**config.mk**
```make
export PLATFORM = sky130hd
export DESIGN_NAME = serial_add32_ctrl_flat
export DESIGN_NICKNAME = d
export VERILOG_FILES = /design/src/rtl/serial_add_pkg.sv /design/src/rtl/serial_add32_ctrl_if.sv /design/src/rtl/serial_add32_ctrl_adder_8.sv /design/src/rtl/serial_add32_ctrl.sv /design/src/flat_wrapper.sv
export SDC_FILE = /design/constraint.sdc
export NUM_CORES = 1
export LEC_CHECK = 0
export CAP_MARGIN = 20
export CORE_UTILIZATION = 26
export DETAILED_ROUTE_END_ITERATION = 7
export PLACE_DENSITY = 0.54
export SLEW_MARGIN = 20
export SYNTH_ARGS = -nofsm -noshare
export SYNTH_HDL_FRONTEND = slang
export SYNTH_HIERARCHICAL = 1
export SYNTH_SLANG_ARGS = --single-unit
```
**constraint.sdc**
```tcl
create_clock -name clk -period 5.2 [get_ports clk]
set_input_delay 0.78 -clock clk [delete_from_list [all_inputs] [get_ports clk]]
set_output_delay 0.78 -clock clk [all_outputs]
set_load 0.01 [all_outputs]
```
**src/rtl/serial_add_pkg.sv**
```systemverilog
// Shared types and constants for the byte-serial add/subtract sequencer.
package serial_add_pkg;

  localparam int SLICE_W = 8;

  typedef enum logic [1:0] {
    IDLE,
    CALC,
    DONE
  } state_t;

  // Number of slice passes for one operation.
  function automatic int slices(input int width);
    return width / SLICE_W;
  endfunction

endpackage

```
**src/rtl/serial_add32_ctrl_if.sv**
```systemverilog
// Operand/result valid-ready bus of serial_add32_ctrl.
// out_ovf and its modport entries exist only when SERIAL_ADD_OVF_EN is defined.
interface serial_add32_ctrl_if #(
  parameter int WIDTH = 32
);
  logic             in_valid;
  logic             in_ready;
  logic             in_sub;
  logic [WIDTH-1:0] in_a;
  logic [WIDTH-1:0] in_b;
  logic             out_valid;
  logic             out_ready;
  logic [WIDTH-1:0] out_sum;
  logic             out_cout;
`ifdef SERIAL_ADD_OVF_EN
  logic             out_ovf;

  modport master (
    output in_valid, in_sub, in_a, in_b, out_ready,
    input  in_ready, out_valid, out_sum, out_cout, out_ovf
  );

  modport slave (
    input  in_valid, in_sub, in_a, in_b, out_ready,
    output in_ready, out_valid, out_sum, out_cout, out_ovf
  );
`else
  modport master (
    output in_valid, in_sub, in_a, in_b, out_ready,
    input  in_ready, out_valid, out_sum, out_cout
  );

  modport slave (
    input  in_valid, in_sub, in_a, in_b, out_ready,
    output in_ready, out_valid, out_sum, out_cout
  );
`endif

endinterface

```
**src/rtl/serial_add32_ctrl_adder_8.sv**
```systemverilog
// 8-bit carry-lookahead adder slice (adder_8): every carry is expanded
// directly from the generate/propagate terms instead of rippling.
module adder_8 (
  input  logic [7:0] a,
  input  logic [7:0] b,
  input  logic       cin,
  output logic [7:0] sum,
  output logic       cout
);

  logic [7:0] g;
  logic [7:0] p;
  logic [8:0] c;
  logic       prop;

  assign g = a & b;
  assign p = a ^ b;

  // NOTE: combinational blocks use blocking '=' so later statements see the
  // updated value; sequential blocks use '<=' so all flops update together.
  always_comb begin
    c    = '0;
    prop = 1'b1;
    c[0] = cin;
    for (int i = 1; i <= 8; i++) begin
      prop = 1'b1;
      for (int j = i - 1; j >= 0; j--) begin
        c[i] = c[i] | (prop & g[j]);
        prop = prop & p[j];
      end
      c[i] = c[i] | (prop & cin);
    end
  end

  assign sum  = p ^ c[7:0];
  assign cout = c[8];

endmodule

```
**src/rtl/serial_add32_ctrl.sv**
```systemverilog
// Byte-serial WIDTH-bit add/subtract: one shared adder_8 slice, carry rippled
// through a register. Signed overflow output enabled by SERIAL_ADD_OVF_EN.
module serial_add32_ctrl
  import serial_add_pkg::*;
#(
  parameter int WIDTH = 32
) (
  input  logic                clk,
  input  logic                rst_n,
  serial_add32_ctrl_if.slave  bus
);

  localparam int NS    = slices(WIDTH);
  localparam int IDX_W = (NS > 1) ? $clog2(NS) : 1;
  localparam logic [IDX_W-1:0] LAST_IDX = IDX_W'(NS - 1);

  state_t             state;
  logic [IDX_W-1:0]   idx;
  logic               carry;
  logic [WIDTH-1:0]   a_q;
  logic [WIDTH-1:0]   b_q;
  logic [WIDTH-1:0]   sum_q;
  logic               cout_q;
  logic               in_ready_q;
  logic               out_valid_q;

  logic [SLICE_W-1:0] a_byte;
  logic [SLICE_W-1:0] b_byte;
  logic [SLICE_W-1:0] slice_sum;
  logic               slice_cout;

  // NOTE: every variable driven here gets a default first, so no path through
  // the block leaves it unassigned and no latch is inferred.
  always_comb begin
    a_byte = '0;
    b_byte = '0;
    for (int i = 0; i < NS; i++) begin
      if (idx == IDX_W'(i)) begin
        a_byte = a_q[i*SLICE_W +: SLICE_W];
        b_byte = b_q[i*SLICE_W +: SLICE_W];
      end
    end
  end

  adder_8 u_slice (
    .a    (a_byte),
    .b    (b_byte),
    .cin  (carry),
    .sum  (slice_sum),
    .cout (slice_cout)
  );

`ifdef SERIAL_ADD_OVF_EN
  logic a_msb_q;
  logic b_msb_q;
  logic ovf_q;

  assign bus.out_ovf = ovf_q;
`endif

  // NOTE: the operand and result registers are plain flops (not a memory
  // array), so they are reset like control state; out_sum must read 0 in reset.
  always_ff @(posedge clk or negedge rst_n) begin
    if (!rst_n) begin
      state       <= IDLE;
      idx         <= '0;
      carry       <= 1'b0;
      a_q         <= '0;
      b_q         <= '0;
      sum_q       <= '0;
      cout_q      <= 1'b0;
      in_ready_q  <= 1'b1;
      out_valid_q <= 1'b0;
`ifdef SERIAL_ADD_OVF_EN
      a_msb_q     <= 1'b0;
      b_msb_q     <= 1'b0;
      ovf_q       <= 1'b0;
`endif
    end else begin
      case (state)
        IDLE: begin
          if (bus.in_valid) begin
            a_q        <= bus.in_a;
            b_q        <= bus.in_sub ? ~bus.in_b : bus.in_b;
            carry      <= bus.in_sub;
            idx        <= '0;
            in_ready_q <= 1'b0;
            state      <= CALC;
`ifdef SERIAL_ADD_OVF_EN
            a_msb_q    <= bus.in_a[WIDTH-1];
            b_msb_q    <= bus.in_sub ? ~bus.in_b[WIDTH-1] : bus.in_b[WIDTH-1];
`endif
          end
        end

        CALC: begin
          for (int i = 0; i < NS; i++) begin
            if (idx == IDX_W'(i)) sum_q[i*SLICE_W +: SLICE_W] <= slice_sum;
          end
          carry <= slice_cout;
          if (idx == LAST_IDX) begin
            cout_q      <= slice_cout;
            out_valid_q <= 1'b1;
            state       <= DONE;
`ifdef SERIAL_ADD_OVF_EN
            // slice_sum[MSB] of the last byte is the result sign bit.
            ovf_q       <= (a_msb_q == b_msb_q) && (slice_sum[SLICE_W-1] != a_msb_q);
`endif
          end else begin
            idx <= idx + 1'b1;
          end
        end

        DONE: begin
          if (bus.out_ready) begin
            out_valid_q <= 1'b0;
            in_ready_q  <= 1'b1;
            state       <= IDLE;
          end
        end

        default: begin
          out_valid_q <= 1'b0;
          in_ready_q  <= 1'b1;
          state       <= IDLE;
        end
      endcase
    end
  end

  assign bus.in_ready  = in_ready_q;
  assign bus.out_valid = out_valid_q;
  assign bus.out_sum   = sum_q;
  assign bus.out_cout  = cout_q;

endmodule

```
**src/flat_wrapper.sv**
```systemverilog
// flat-port wrapper written by rule: the top's interface ports become plain ports
module serial_add32_ctrl_flat import serial_add_pkg::*;
#(
  parameter int WIDTH = 32
)
  (clk, rst_n, bus_in_valid, bus_in_sub, bus_in_a, bus_in_b, bus_out_ready, bus_in_ready, bus_out_valid, bus_out_sum, bus_out_cout);
  serial_add32_ctrl_if #(.WIDTH(WIDTH)) bus_i ();
  input  logic clk;
  input  logic rst_n;
  input wire logic [$bits(bus_i.in_valid)-1:0] bus_in_valid;
  input wire logic [$bits(bus_i.in_sub)-1:0] bus_in_sub;
  input wire logic [$bits(bus_i.in_a)-1:0] bus_in_a;
  input wire logic [$bits(bus_i.in_b)-1:0] bus_in_b;
  input wire logic [$bits(bus_i.out_ready)-1:0] bus_out_ready;
  output wire logic [$bits(bus_i.in_ready)-1:0] bus_in_ready;
  output wire logic [$bits(bus_i.out_valid)-1:0] bus_out_valid;
  output wire logic [$bits(bus_i.out_sum)-1:0] bus_out_sum;
  output wire logic [$bits(bus_i.out_cout)-1:0] bus_out_cout;
  assign bus_i.in_valid = bus_in_valid;
  assign bus_i.in_sub = bus_in_sub;
  assign bus_i.in_a = bus_in_a;
  assign bus_i.in_b = bus_in_b;
  assign bus_i.out_ready = bus_out_ready;
  assign bus_in_ready = bus_i.in_ready;
  assign bus_out_valid = bus_i.out_valid;
  assign bus_out_sum = bus_i.out_sum;
  assign bus_out_cout = bus_i.out_cout;
  serial_add32_ctrl #(.WIDTH(WIDTH)) u_core (.clk(clk), .rst_n(rst_n), .bus(bus_i));
endmodule
```
Word level (Yosys, flattened, before mapping):

Index checks and enable logic that the tools add are counted.
W data, S select, Z words.

* add/subtract/negate cells: 1
* equality and inequality tests: 9
* muxes and demuxes: 24
* bitwise operators: 106
* reduce and logical (&&, ||, !) cells: 13

Operators by type and width (number)
* $and A1 B1 Y1: 64
* $mux W8: 8
* $or A1 B1 Y1: 36
* $mux W32: 1
* $not A32 Y32: 1
* $xor A8 B8 Y8: 2
* $reduce_and A2 Y1: 6
* $reduce_and A3 Y1: 4
* $mux W2: 5
* $and A8 B8 Y8: 1
* $eq A2 B2 Y1 const B: 3
* $ne A2 B2 Y1 const B: 3
* $pmux W1 S3: 2
* $pmux W2 S3: 1
* $mux W1: 5
* $eq A2 B1 Y1 const B: 2
* $logic_not A2 Y1: 2
* $pmux W2 S2: 1
* $add A2 B1 Y2 const B: 1
* $ne A2 B1 Y1 const B: 1
* $not A1 Y1: 2
* $pmux W1 S2: 1
* $reduce_bool A2 Y1: 1

* flip-flop bits (word level): 104
* input bits: 69
* output and inout bits: 35
* word-level logic and storage cells: 165

Longest topological paths before layout:

* word-level depth: 16
* mapped depth: 13
* depth with buffers taken out: 12

By module:

Netlist, hierarchy kept.

By module, submodules not included
* serial_add32_ctrl: instances 1, cells an instance 393, area an instance 4673.2 µm², sequential area each 2603.7 µm²
* adder_8: instances 1, cells an instance 41, area an instance 332.8 µm², sequential area each 0.0 µm²

Worst setup path after synthesis:

Ideal clock, no wire load.

* path kind: register -> register
* start: register u_core.idx[0]
* end: register u_core.cout_q (netlist: u_core/bus.out_cout)
* library setup time: 125 ps
* arrival: 2875 ps
* data required time: 5075 ps
* setup slack: 2200 ps
* stages on the path, launching flop included: 12
* path buffers: 2
* clock period less this slack: 3000 ps
* path through: dfrtp_1 ha_1 buf_2 nor2_1 clkbuf_1 a31oi_1 ha_1 a21oi_2 o2111ai_2 a221o_1 a21o_1 mux2_2

* elaborated cells between the ends (all ways): 38
* classes of those cells: eq/ne: 3; mux: 8; bitwise: 25; reduce/logical: 2

RTL lines
* start, declared: RTL line serial_add32_ctrl.sv:18 `logic [IDX_W-1:0] idx;`
* start signal, assigned: RTL line serial_add32_ctrl.sv:110 `idx <= idx + 1'b1;`
* $logic_not A2 Y1: RTL line serial_add32_ctrl.sv:38 `if (idx == IDX_W'(i)) begin`
* $mux W8 (3 in a row): RTL line serial_add32_ctrl.sv:38
* $mux W8 *: RTL line serial_add32_ctrl.sv:38
* net u_core.a_byte[0]: RTL line serial_add32_ctrl.sv:27 `logic [SLICE_W-1:0] a_byte;`
* $and A8 B8 Y8 or $xor A8 B8 Y8 (tied branches): RTL line serial_add32_ctrl_adder_8.sv:16, serial_add32_ctrl_adder_8.sv:17
* $and A1 B1 Y1 (on tied branches): RTL line serial_add32_ctrl_adder_8.sv:28, serial_add32_ctrl_adder_8.sv:29
* $or A1 B1 Y1 or $and A1 B1 Y1 (tied branches): RTL line serial_add32_ctrl_adder_8.sv:28, serial_add32_ctrl_adder_8.sv:31
* $or A1 B1 Y1 *: RTL line serial_add32_ctrl_adder_8.sv:31 `c[i] = c[i] | (prop & cin);`
* net u_core.slice_cout: RTL line serial_add32_ctrl.sv:30 `logic slice_cout;`
* end signal, assigned: RTL line serial_add32_ctrl.sv:102 `cout_q <= slice_cout;`
* end, declared: RTL line serial_add32_ctrl.sv:23 `logic cout_q;`

The timed path passes the listed nets; every way through them passes the cells marked *.
A chain may end at the register's enable or synchronous reset.

Worst setup path in the final report:

* start: register u_core.idx[1]
* end: register u_core.sum_q[23] (netlist: u_core/bus.out_sum[23])

* elaborated cells between the ends (all ways): 36
* classes of those cells: eq/ne: 3; mux: 8; bitwise: 23; reduce/logical: 2

RTL lines
* $logic_not A2 Y1: RTL line serial_add32_ctrl.sv:38
* $mux W8 (3 in a row): RTL line serial_add32_ctrl.sv:38
* $mux W8 *: RTL line serial_add32_ctrl.sv:38
* net u_core.a_byte[0]: RTL line serial_add32_ctrl.sv:27
* $and A8 B8 Y8 or $xor A8 B8 Y8 (tied branches): RTL line serial_add32_ctrl_adder_8.sv:16, serial_add32_ctrl_adder_8.sv:17
* $and A1 B1 Y1 (on tied branches): RTL line serial_add32_ctrl_adder_8.sv:28, serial_add32_ctrl_adder_8.sv:29
* $or A1 B1 Y1 or $and A1 B1 Y1 (tied branches): RTL line serial_add32_ctrl_adder_8.sv:28, serial_add32_ctrl_adder_8.sv:31
* $or A1 B1 Y1 *: RTL line serial_add32_ctrl_adder_8.sv:31
* $xor A8 B8 Y8 *: RTL line serial_add32_ctrl_adder_8.sv:35 `assign sum = p ^ c[7:0];`
* net u_core.slice_sum[7]: RTL line serial_add32_ctrl.sv:29 `logic [SLICE_W-1:0] slice_sum;`
* end signal, assigned by index: RTL line serial_add32_ctrl.sv:98 `if (idx == IDX_W'(i)) sum_q[i*SLICE_W +: SLICE_W] <= slice_sum;`
* end, declared: RTL line serial_add32_ctrl.sv:22 `logic [WIDTH-1:0] sum_q;`

Marked as above.

==> impl_metrics.ini <==
[grt]
first_global_vias = 3584
grt_pass1_wl_um = 19700
grt_use_total = 0.133
grt_overflow = 0
grt_antenna_before_repair = 0
grt_max_degree = 97

[final_layout]
layout_common_cells = 103 x dfrtp_1, 101 x clkdlybuf4s50_1, 62 x mux2_2, 39 x nor2_1, 39 x a21oi_1
antennaDiodeCount = 0
drive_above_1_share = 0.171
finalNetCount = 609
finish.utilization = 0.348
final_common_cell = dfrtp_1
syn_to_final_growth_pct = 30.4

[clock_tree]
cts_root_buf = clkbuf_16
clkTransAtPathRegs_ns = 0.07
ctsLongestPathBuffers = 2
ctsResizeCount = 0
postCtsSetupRepairBufs = 0
cts_buffers = 9
clkSinkCount = 104
cts_tree = done
clock_latency_ns = 0.35
cts_hold_buf = 0
htreeDepth = 3

[drt]
drc = 0
dr.pass1.iters = 4
post_drt_via_cell_ratio = 4.61
drt_wl_total_um = 12600
postRouteAntennaNets = 0
num_vias = 3530
drt_iter0_markers = 144
wl_per_cell_um = 16.5

[power_and_ir_drop]
power_leakage_nw = 2.60
power.density_nw_per_um2 = 762
swShare = 0.402
seq_power_share = 0.306
p_int_mw = 2.97
comb_power_share = 0.544
p_sw_mw = 2.00
vdd_ir_drop_max_mv = 0.377
pwr-share-clk = 0.150

[worst_setup_path]
critPathCaptureType = register
startpoint_type = register
crit_required_ns = 5.44
crit_path_max_fanout = 15
cp_slowest_cell = nand2b_1
slowest_delay_ns = 0.57
worstPathCellList = ha_1 -> nand2b_1 -> o22ai_1 -> a31oi_1 -> ha_1 -> a21oi_2 -> o2111ai_2 -> a221o_1 -> xor2_1 -> mux2_2
cp.arrival_ns = 3.73
critPathMostFrequentCell = ha_1
crit_type = reg2reg
reg2reg_slack_ns = 1.71

[timing]
timing.hold.ws_ns = 0.488
fin_skew_ns = 0.00554
finalCritPeriodShare = 0.671
setup_ws_ns = 1.71
tightest_slew_ns = 0.990
max_slew_margin = 0.340
final_max_slew_viol_count = 0
setup_violations = 0
hold_viol_final = 0
fin_crit_ns = 3.49
setup_tns_ns = 0
fmax_ghz = 0.287
grt_setup_unrepaired = false

[place]
place_ws_ns = 1.65
dp_hpwl_um = 9410
gp_congestion = 0.774
port_buffers = 103

[yosys]
synth_edf_count = 0
synthTopCellsByArea = dfrtp_1 51%, mux2_2 14%, xnor2_1 6.3%
syn_inst = 434
netlist.area_leader.share = 0.515
synth_nets = 517
yosys.cell_types.count = 42
async_flop_share = 1.00
ys.flop_type = dfrtp_1
avgSynthCellArea_um2 = 11.5
synth_top_cell_by_area = dfrtp_1
seq_area_frac_synth = 0.520
synth_warnings = 6
netlist_area_um2 = 5010
synth-seq-cells = 104

[run_status]
outcome = complete, no violations

[die]
io_pins = 104
die_y_um = 141
die-area_um2 = 19800
fp-row-count = 50
start_util = 0.267
core_um2 = 18800
dieWidth_um = 141

[run]
drv_cap = 0

[min_path]
min_path_type = in2async
[worst max-delay path, delay by kind of cell (launching register included)]
family	cells	cell delay (ns)
flip-flops	1	0.42
AND/OR/NAND/NOR	1	0.57
multiplexers	1	0.29
XOR/XNOR	1	0.19
adder cells (fa/ha/maj)	2	0.66
AO/OA/AOI/OAI	5	1.24
[routing by layer]
layer | up-vias | share of wire | GRT usage
met2 | 86 | 0.48 | 0.210
met3 | 8 | 0.050 | 0.0438
met4 | 0 | 0.010 | 0.0366
met5 | - | 0 | 0
li1 | 1707 | - | -
met1 | 1729 | 0.46 | 0.175
[cell families (layout without fill, tap and decap cells)]
family,count (synthesis),in the layout,synth area share
xor+xnor,38,38,0.0665
mux,64,64,0.144
simple gates,92,92,0.0912
buf+inv,36,133,0.0380
fa+ha+maj,14,14,0.0365
compound gates,86,86,0.104
flops,104,104,0.520
[cells in the mapped netlist (all sizes together), types with 2 or more instances]
master  count
nor2b       2
a21o        2
mux2       64
nand2b      3
o21ai       4
nand3       3
nor3b       2
nor2       39
o211ai      2
nand3b     13
a221oi      2
xor2        2
nand2      24
a31oi      13
inv        10
buf        21
dfrtp     103
o22ai      15
xnor2      36
ha         13
a21oi      40
a22oi       3
nor3        2
clkbuf      4
[per-stage QoR]
| step | instances | power [mW] | instance area [µm²] |
|---|---|---|---|
| floorplan | 434 | 3.32 | 5010 |
| global placement | 748 | 4.16 | 6190 |
| detailed placement | 748 | 4.27 | 6190 |
| CTS | 764 | 5.03 | 6520 |
| global route | 765 | 5.39 | 6530 |
| finish | 765 | 4.97 | 6530 |
[final cells by class]
type	count	area (µm²)
clock buffer	12	256
clock inverter	4	76.3
fill	1891	12200
inverter	11	41.3
multi-input combinational	294	2210
sequential	104	2600
tap	234	293
timing repair buffer	106	1050
[sequential cells by signal, indices dropped and copies added (netlist names)]
signal                cells
u_core/a_q               32
u_core/b_q               32
u_core/bus.out_sum       32
u_core/idx                2
u_core/state              2
u_core/bus.in_ready       1
u_core/bus.out_cout       1
u_core/bus.out_valid      1
u_core/carry              1
[power by group through the flow]
stage	registers (mW)	logic [mW]	clock network (mW)
after global placement	1.53	2.64	0
after floorplan	1.48	1.84	0
after CTS	1.53	2.74	0.761
after global routing	1.58	3.02	0.800
final	1.52	2.71	0.744
after detailed placement	1.54	2.73	0
[worst paths after layout]
kind,cells past startpoint,start,to
worst min-delay path,1,rst_n,u_core/state[0]$_DFFE_PN0P_
max in group asynchronous,2,rst_n,u_core/b_q[14]$_DFFE_PN0P_
worst max register to register,10,u_core/idx[1]$_DFFE_PN0P_,u_core/bus.out_sum[23]$_DFFE_PN0P_
worst max-delay path,10,u_core/idx[1]$_DFFE_PN0P_,u_core/bus.out_sum[23]$_DFFE_PN0P_
min in group clk,1,u_core/bus.out_sum[10]$_DFFE_PN0P_,u_core/bus.out_sum[10]$_DFFE_PN0P_
worst min register to register,1,u_core/bus.out_sum[10]$_DFFE_PN0P_,u_core/bus.out_sum[10]$_DFFE_PN0P_
No activity file was read; power rests on OpenSTA's default activity.
